### src/rtl/hilo_muldiv_pkg.sv
// Shared definitions for the HI/LO multiply/divide unit: op codes and FSM states.
package hilo_muldiv_pkg;

    localparam int HL_WIDTH = 32;

    typedef enum logic [2:0] {
        HL_MTHI  = 3'd0,
        HL_MTLO  = 3'd1,
        HL_MULT  = 3'd2,
        HL_MULTU = 3'd3,
        HL_DIV   = 3'd4,
        HL_DIVU  = 3'd5
    } hl_op_e;

    typedef enum logic [1:0] {
        HL_IDLE = 2'd0,
        HL_RUN  = 2'd1,
        HL_DONE = 2'd2
    } hl_state_e;

endpackage

### src/rtl/hilo_muldiv_div_radix2.sv
// Radix-2 restoring divider on unsigned magnitudes, one quotient bit per cycle.
// The quotient register doubles as the dividend shift register.
module hilo_muldiv_div_radix2 #(
    parameter int WIDTH = 32
) (
    input  logic             clk,
    input  logic             resetn,
    input  logic             start,
    input  logic             abort,
    input  logic [WIDTH-1:0] dividend,
    input  logic [WIDTH-1:0] divisor,
    output logic             busy,
    output logic             done,
    output logic [WIDTH-1:0] quotient,
    output logic [WIDTH-1:0] remainder
);
    localparam int CW = $clog2(WIDTH);
    localparam logic [CW-1:0] LAST = CW'(WIDTH - 1);

    logic [WIDTH-1:0] quot_q, quot_d;
    logic [WIDTH-1:0] rem_q, rem_d;
    logic [WIDTH-1:0] dvsr_q, dvsr_d;
    logic [CW-1:0]    cnt_q, cnt_d;
    logic             busy_q, busy_d;
    logic [WIDTH:0]   rem_shift;
    logic [WIDTH:0]   diff;

    // One restoring step per busy cycle; abort wins over start.
    always_comb begin
        rem_shift = {rem_q, quot_q[WIDTH-1]};
        diff      = rem_shift - {1'b0, dvsr_q};
        done      = busy_q && (cnt_q == LAST);
        quot_d    = quot_q;
        rem_d     = rem_q;
        dvsr_d    = dvsr_q;
        cnt_d     = cnt_q;
        busy_d    = busy_q;
        if (abort) begin
            busy_d = 1'b0;
        end else if (start) begin
            quot_d = dividend;
            rem_d  = '0;
            dvsr_d = divisor;
            cnt_d  = '0;
            busy_d = 1'b1;
        end else if (busy_q) begin
            // A zero divisor never borrows, so the quotient fills with ones
            // and the remainder ends up holding the dividend.
            quot_d = {quot_q[WIDTH-2:0], ~diff[WIDTH]};
            rem_d  = diff[WIDTH] ? rem_shift[WIDTH-1:0] : diff[WIDTH-1:0];
            cnt_d  = cnt_q + 1'b1;
            if (done) busy_d = 1'b0;
        end
    end

    // Divider state registers.
    always_ff @(posedge clk or negedge resetn) begin
        if (!resetn) begin
            quot_q <= '0;
            rem_q  <= '0;
            dvsr_q <= '0;
            cnt_q  <= '0;
            busy_q <= 1'b0;
        end else begin
            quot_q <= quot_d;
            rem_q  <= rem_d;
            dvsr_q <= dvsr_d;
            cnt_q  <= cnt_d;
            busy_q <= busy_d;
        end
    end

    assign busy      = busy_q;
    assign quotient  = quot_q;
    assign remainder = rem_q;

endmodule

### src/rtl/hilo_muldiv.sv
// Execute-stage HI/LO unit: MTHI/MTLO, single-cycle MULT/MULTU, iterative DIV/DIVU.
module hilo_muldiv
    import hilo_muldiv_pkg::*;
#(
    parameter int WIDTH = HL_WIDTH
) (
    input  logic             clk,
    input  logic             resetn,
    input  logic             en,
    input  logic [2:0]       op,
    input  logic [WIDTH-1:0] a,
    input  logic [WIDTH-1:0] b,
    input  logic             flush,
    output logic             stall,
    output logic [WIDTH-1:0] hi,
    output logic [WIDTH-1:0] lo
);
    hl_state_e          state_q, state_d;
    logic [WIDTH-1:0]   hi_q, hi_d;
    logic [WIDTH-1:0]   lo_q, lo_d;
    logic               neg_q_q, neg_q_d;
    logic               neg_r_q, neg_r_d;

    logic               accept, is_div, is_sdiv, start, abort;
    logic               sign_a, sign_b;
    logic [WIDTH-1:0]   mag_a, mag_b;
    logic [2*WIDTH-1:0] mul_a, mul_b, prod;
    logic               div_busy, div_done;
    logic [WIDTH-1:0]   div_quot, div_rem, quot_fix, rem_fix;

    // Operand conditioning, multiplier and result sign fixups.
    always_comb begin
        accept   = en && !flush;
        is_sdiv  = (op == HL_DIV);
        is_div   = is_sdiv || (op == HL_DIVU);
        start    = (state_q == HL_IDLE) && accept && is_div;
        abort    = flush && (state_q != HL_IDLE);
        sign_a   = is_sdiv && a[WIDTH-1];
        sign_b   = is_sdiv && b[WIDTH-1];
        mag_a    = sign_a ? (~a + 1'b1) : a;
        mag_b    = sign_b ? (~b + 1'b1) : b;
        // Sign-extend for MULT; the low 2*WIDTH bits of the product are exact.
        mul_a    = {{WIDTH{(op == HL_MULT) && a[WIDTH-1]}}, a};
        mul_b    = {{WIDTH{(op == HL_MULT) && b[WIDTH-1]}}, b};
        prod     = mul_a * mul_b;
        quot_fix = neg_q_q ? (~div_quot + 1'b1) : div_quot;
        rem_fix  = neg_r_q ? (~div_rem + 1'b1) : div_rem;
        // Stall covers the issue cycle and every RUN cycle, but not DONE.
        stall    = start || (state_q == HL_RUN);
    end

    // Next-state logic for the divide FSM and the HI/LO registers.
    always_comb begin
        state_d = state_q;
        hi_d    = hi_q;
        lo_d    = lo_q;
        neg_q_d = neg_q_q;
        neg_r_d = neg_r_q;
        case (state_q)
            HL_IDLE: begin
                if (accept) begin
                    case (op)
                        HL_MTHI:  hi_d = a;
                        HL_MTLO:  lo_d = a;
                        HL_MULT,
                        HL_MULTU: {hi_d, lo_d} = prod;
                        HL_DIV,
                        HL_DIVU: begin
                            neg_q_d = sign_a ^ sign_b;
                            neg_r_d = sign_a;
                            state_d = HL_RUN;
                        end
                        default: ;
                    endcase
                end
            end
            HL_RUN: begin
                if (flush)         state_d = HL_IDLE;
                else if (div_done) state_d = HL_DONE;
            end
            HL_DONE: begin
                // The op still sitting in EX is the finished divide, not a new one.
                if (!flush) begin
                    hi_d = rem_fix;
                    lo_d = quot_fix;
                end
                state_d = HL_IDLE;
            end
            default: state_d = HL_IDLE;
        endcase
    end

    // FSM, sign flags and architectural HI/LO registers.
    always_ff @(posedge clk or negedge resetn) begin
        if (!resetn) begin
            state_q <= HL_IDLE;
            hi_q    <= '0;
            lo_q    <= '0;
            neg_q_q <= 1'b0;
            neg_r_q <= 1'b0;
        end else begin
            state_q <= state_d;
            hi_q    <= hi_d;
            lo_q    <= lo_d;
            neg_q_q <= neg_q_d;
            neg_r_q <= neg_r_d;
        end
    end

    hilo_muldiv_div_radix2 #(.WIDTH(WIDTH)) u_div (
        .clk       (clk),
        .resetn    (resetn),
        .start     (start),
        .abort     (abort),
        .dividend  (mag_a),
        .divisor   (mag_b),
        .busy      (div_busy),
        .done      (div_done),
        .quotient  (div_quot),
        .remainder (div_rem)
    );

    assign hi = hi_q;
    assign lo = lo_q;

endmodule

### config.mk
export PLATFORM = sky130hd
export DESIGN_NAME = hilo_muldiv
export DESIGN_NICKNAME = d
export VERILOG_FILES = /design/src/rtl/hilo_muldiv_pkg.sv /design/src/rtl/hilo_muldiv_div_radix2.sv /design/src/rtl/hilo_muldiv.sv
export SDC_FILE = /design/constraint.sdc
export NUM_CORES = 2
export LEC_CHECK = 0
export CORE_ASPECT_RATIO = 0.9
export CORE_MARGIN = 5
export CORE_UTILIZATION = 45
export DETAILED_ROUTE_END_ITERATION = 10
export GPL_TIMING_DRIVEN = 0
export SETUP_SLACK_MARGIN = 0.15
export SLEW_MARGIN = 20
export SYNTH_ARGS = -nofsm -noshare
export SYNTH_HDL_FRONTEND = slang
export SYNTH_SLANG_ARGS = --single-unit
### constraint.sdc
create_clock -name clk -period 4.65 [get_ports clk]
set_clock_uncertainty 0.15 [all_clocks]
set_input_delay 0.465 -clock clk [delete_from_list [all_inputs] [get_ports clk]]
set_output_delay 0.465 -clock clk [all_outputs]
set_load 0.02 [all_outputs]
Word-level counts from Yosys, hierarchy flattened. Cells that the tools add are included.

Word-level logic and storage cells: 91. Output and inout bits: 65. Input bits: 71. Flip-flop bits (word level): 170.

Multiplexer cells: 28. $add $sub $neg: 6. Bitwise gates (word level): 7. Eq/ne operators: 14. Reductions and logical operators: 25. Multiply operators: 1.

Operator list (number): 32-bit 2-to-1 mux (13); 32-bit case mux with 2 select lines (4); 32-bit by 1-bit adder with 32-bit output, second input constant (4); 32-bit NOT (4); 33-bit by 33-bit multiplier with 64-bit output (1); 33-bit by 32-bit subtractor with 33-bit output (1); 5-bit 2-to-1 mux (2); 1-bit logical AND (9); 2-bit 2-to-1 mux (4); 4-bit AND reduction (2); 3-bit by 2-bit equality test with 1-bit output, second input constant (2); 3-bit equality test, second input constant (2); 3-bit by 1-bit != test with 1-bit output, second input constant (2); 3-bit AND reduction (2); 2-bit nonzero test (3); 5-bit by 1-bit adder with 5-bit output, second input constant (1); 5-bit equality test, second input constant (1); 1-bit 2-to-1 mux (4); 2-bit != test, second input constant (2); 2-bit case mux with 2 select lines (1); 2-bit AND reduction (2); 2-bit OR reduction (2); 3-bit by 1-bit equality test with 1-bit output, second input constant (1); 3-bit logical NOT (1); 9 further kinds (11).

Depth between registers and ports, before layout.
Depth in word-level cells: 6. Gate-level depth with buffers: 36. Depth with buffers taken out: 31.

By module. From an unflattened synthesis, not the netlist that was laid out.

Cell total of the unflattened synthesis: 5793. Area total of the unflattened synthesis: 50424.6 sq um.

Modules (own cells, without submodules): hilo_muldiv (cells an instance 5096, area each 44243.7 sq um, sequential area each 1701.6 sq um, times used 1); hilo_muldiv_div_radix2 (cells an instance 697, area each 6180.9 sq um, sequential area each 2552.4 sq um, times used 1).

Worst setup path after synthesis. Ideal clock, no wire load.

Path type: input to register. Start point: input port op[2]. End point: register hi_q[27] (netlist: hi[27]). Library setup time: 0.131 ns. Path buffers: 5. Setup slack: -4.433 ns. Data arrival time: 8.802 ns. Data required time: 4.369 ns. Cell stages on the path: 34. Cell sequence: clkbuf_1 nand2b_1 clkbuf_1 nor2_1 clkbuf_1 and2_1 clkbuf_1 nand2_1 inv_1 fa_1 inv_1 fa_1 inv_1 fa_1 fa_1 inv_1 fa_1 inv_1 fa_1 inv_1 fa_1 fa_1 inv_1 ha_1 clkbuf_1 a21o_1 a21o_1 a221oi_1 o21ai_1 a32oi_1 mux2i_1 a21oi_1 a311oi_1 o21ai_1.

Word-level cells in the longest chain between the ends: 6. Elaborated cells between the ends (all ways): 12. Those cells by class: 1 x mul; 3 x eq/ne; 3 x mux; 5 x reduce/logical.

RTL lines: from (decl) (line hilo_muldiv.sv:10) `input logic [2:0] op,`; 3-bit by 2-bit equality test with 1-bit output (line hilo_muldiv.sv:43, hilo_muldiv.sv:44, hilo_muldiv.sv:62); 1-bit logical AND (on tied branches) (line hilo_muldiv.sv:43, hilo_muldiv.sv:44); 33-bit by 33-bit multiplier with 64-bit output (line hilo_muldiv.sv:45) `prod = mul_a * mul_b;`; 32-bit case mux with 2 select lines (line hilo_muldiv.sv:62) `case (op)`; 32-bit 2-to-1 mux (line hilo_muldiv.sv:61) `if (accept) begin`; 32-bit case mux with 2 select lines (line hilo_muldiv.sv:59) `case (state_q)`; to (signal assigned) (line hilo_muldiv.sv:103) `hi_q <= hi_d;`; to (decl) (line hilo_muldiv.sv:19) `logic [WIDTH-1:0] hi_q, hi_d;`.

Several ways; a longest one is shown, not always the timed one. The select of a mux whose other input is x is not followed. A chain may end at the register's enable or synchronous reset.

Worst setup path after layout.
Start point: input port op[2]. End point: register hi_q[29] (netlist: hi[29]).

Same word-level chain as after synthesis.

==> summary.txt <==
Placed cell areas - 54400 um2
RSZ-0062 raised after global routing - yes
Port bufs - 90
Residual DRC - 0
CTS root buf - clkbuf_16
Commonest non-fill, non-tap cell in the layout - inv_1
Ys flop type - dfrtp_1
Clk Latency, worst-skew pair - 0.50 ns
Die area - 118000 um2
Max stage delay cell, worst path - fa_2
Slowest stage delay, CP - 0.68 ns
Register area share after synthesis - 8.48%
Final Cycle Share - 189%
Cell count after synthesis - 5796
Worst path required time - 4.91 ns
Avg Cell Area, Syn - 8.66 um2
TritonCTS clock tree - yes
Vias - 43.1k
Final WS setup - -4.15 ns
Post-route setup TNS - -154.17 ns
IO Pins - 136
Mapped Nets - 7243
Worst Path Max Fanout - 8
Post-Syn Area - 50200 um2
Die Ht - 327 um
Reg-to-Reg Start - u_div.quotient[31]
Ys async rst share - 100%
#FFs+latches synth - 170
Finished Cell Area - 59900 um2
Initial antenna violation count - 19
Core box area - 111000 um2
CTS Sinks - 170
Max_cap viols - 0
CP startpoint - op[2]
Initial core utilization - 45.2%
Net count, final - 7554
Final Util - 54.0%
Critical Path Sink Type - flop
Max Fclk - 114 MHz
Layout Area Growth over Synthesis - 19.3%
GPL Wtd Cong - 1.08
DIE WIDTH - 362 um
Routed Antenna Nets - 0
Min-Delay Startpoint - b[2]
Syn. warnings - 0
Worst-Margin Slew - 1.29 ns
Worst slew margin - 14.2%
First-pass GRT wire length - 296000 um
Startpoint types - input pin
Clk slew on worst S/H paths - 0.06 ns
Status - finished with violations
Commonest cells after routing, fill and taps aside - inv_1, fa_1, nand2_1
H-tree depth - 4
Routed wire length - 204000 um
Filler Cell Count - 10.4k
CP Data Arrival Time - 9.06 ns
Dpl hpwl - 165000 um
Largest net degree at the start of global routing - 92
Cell variety after synth - 79
Hold Vio Cnt, Final - 0
Post-synth EDFFs - 0
Routed wire length per instance - 26.8 um
WS Path Type - in -> reg
Count of final setup violators - 56
Sequential standard cell area - 4250 um2
Failing checks - setup timing
Via-to-Cell Ratio - 5.67
Clock tree buffer depth - 3
DR iter-0 viols - 4050
Final Critical Period - 8.80 ns
Pins Over Slew Limit - 0
Top cell by count, worst path - fa_1
Grt total ovfl - 0
DRT Pass-1 Iters - 6
Rows - 116
Total CTS buffers - 25
Worst hold path type - in -> reg
Area of the multi-input gates - 42000 um2
Layout cell share with drive strength beyond 1 - 15.3%
Global-route usage over all layers - 34.3%
Vias in the first global route - 43.5k
Post-Place Worst Slack - -6.41 ns
-- state kept, by name, summed over array words and instances, names as in the netlist --
register / count
hi: 32
lo: 32
u_div.dvsr_q: 32
u_div.quotient: 32
u_div.remainder: 32
u_div.cnt_q: 5
state_q: 2
neg_q_q: 1
neg_r_q: 1
u_div.busy: 1
-- metal layers --
| layer | part of all wire, % | vias up | wire length (um) | track usage, % |
|---|---|---|---|---|
| met5 | 0.089 | - | 181 | 0.817 |
| met4 | 5.2 | 10 | 10500 | 13.8 |
| met3 | 11 | 453 | 23300 | 9.69 |
| met2 | 43 | 2389 | 87800 | 50.8 |
| met1 | 40 | 22200 | 81800 | 47.5 |
| li1 | - | 18100 | - | - |
-- per-stage QoR --
stage | hold WS (ns) | std cells
2_1_floorplan | 0.0194 | 5796
3_3_place_gp | 0.312 | 7361
3_5_place_dp | 0.321 | 7363
4_1_cts | 0.191 | 7522
5_1_grt | 0.235 | 7591
6_report | 0.198 | 7604
-- cell type report --
cell class                 instances  share of cell area (%)
multi-input combinational       4058                    70.2
inverter                        1191                    7.52
sequential                       170                    7.11
buffer                           376                    6.24
timing repair buffer             285                    4.56
tap                             1475                    3.08
clock buffer                      27                    1.06
clock inverter                     5                   0.167
antenna                           17                  0.0711
-- cell usage after synthesis (8+ instances only) --
cell      count  area [um2]
nand4_1      28         175
a211oi_1     13        97.6
buf_1        66         248
inv_1      1191        4470
clkbuf_1    297        1110
o31ai_1      33         248
nor4_1       13        81.3
dfrtp_1     170        4250
a31oi_1      45         282
nand2b_1     23         144
nor2_1      162         608
o21ai_1      27         135
xnor2_1     141        1230
a21oi_1     179         896
nand2_1    1044        3920
o221ai_1      8        70.1
o41ai_1      16         140
o21a_1       10        75.1
nor3_1       31         155
nor2b_1      17         106
or2_2        12        75.1
buf_2        11        55.1
nand3_1      28         140
fa_1       1126       22500
o211ai_1     45         338
ha_1        250        3130
o21ai_0     195         976
or3_1        12        75.1
a21o_1       52         390
xor2_1       78         683
o21bai_1     14         105
and3_1       29         181
and2_1      316        1980
-- final timing paths --
path	endpoint	slack (ns)	depth (start not counted)
setup / recovery	hi[29]	-4.15	34
hold / removal	u_div.dvsr_q[2]	0.20	3
max in group asynchronous	u_div.quotient[24]	2.97	3
min in group asynchronous	u_div.remainder[27]	0.42	2
setup reg to reg	u_div.remainder[11]	0.31	14
hold reg to reg	lo[10]	0.33	2
-- what timing repair did --
item | 4_1_cts | 5_1_grt
cloned | 2 | 0
pin swaps | 198 | 194
setup buffers | 125 | 65
resized for setup | 675 | 264
hold buffers | 1 | 0
hold endpoints to repair | 79 | 0
setup endpoints to repair | 60 | 86
-- critical path: cells and delay by family --
kind | cells | cell delay, ns
buf+inv | 10 | 1.25
fa+ha+maj | 9 | 4.66
simple gates | 5 | 0.75
xor+xnor | 1 | 0.26
compound gates | 9 | 1.65
-- logic make-up (layout without fill, tap and decap cells) --
family          Yosys count  in the layout  share of synthesized area (%)
compound gates          706            706                           8.78
other cells               0             17                              0
mux                       7              7                          0.142
buf+inv                1568           1884                           11.8
flops                   170            170                           8.48
simple gates           1749           1749                           15.8
xor+xnor                220            220                           3.86
fa+ha+maj              1376           1376                           51.2
Power is left out: the tool's default activity adds up to more than one toggle a clock period on the data nets, which glitch-free logic cannot reach.
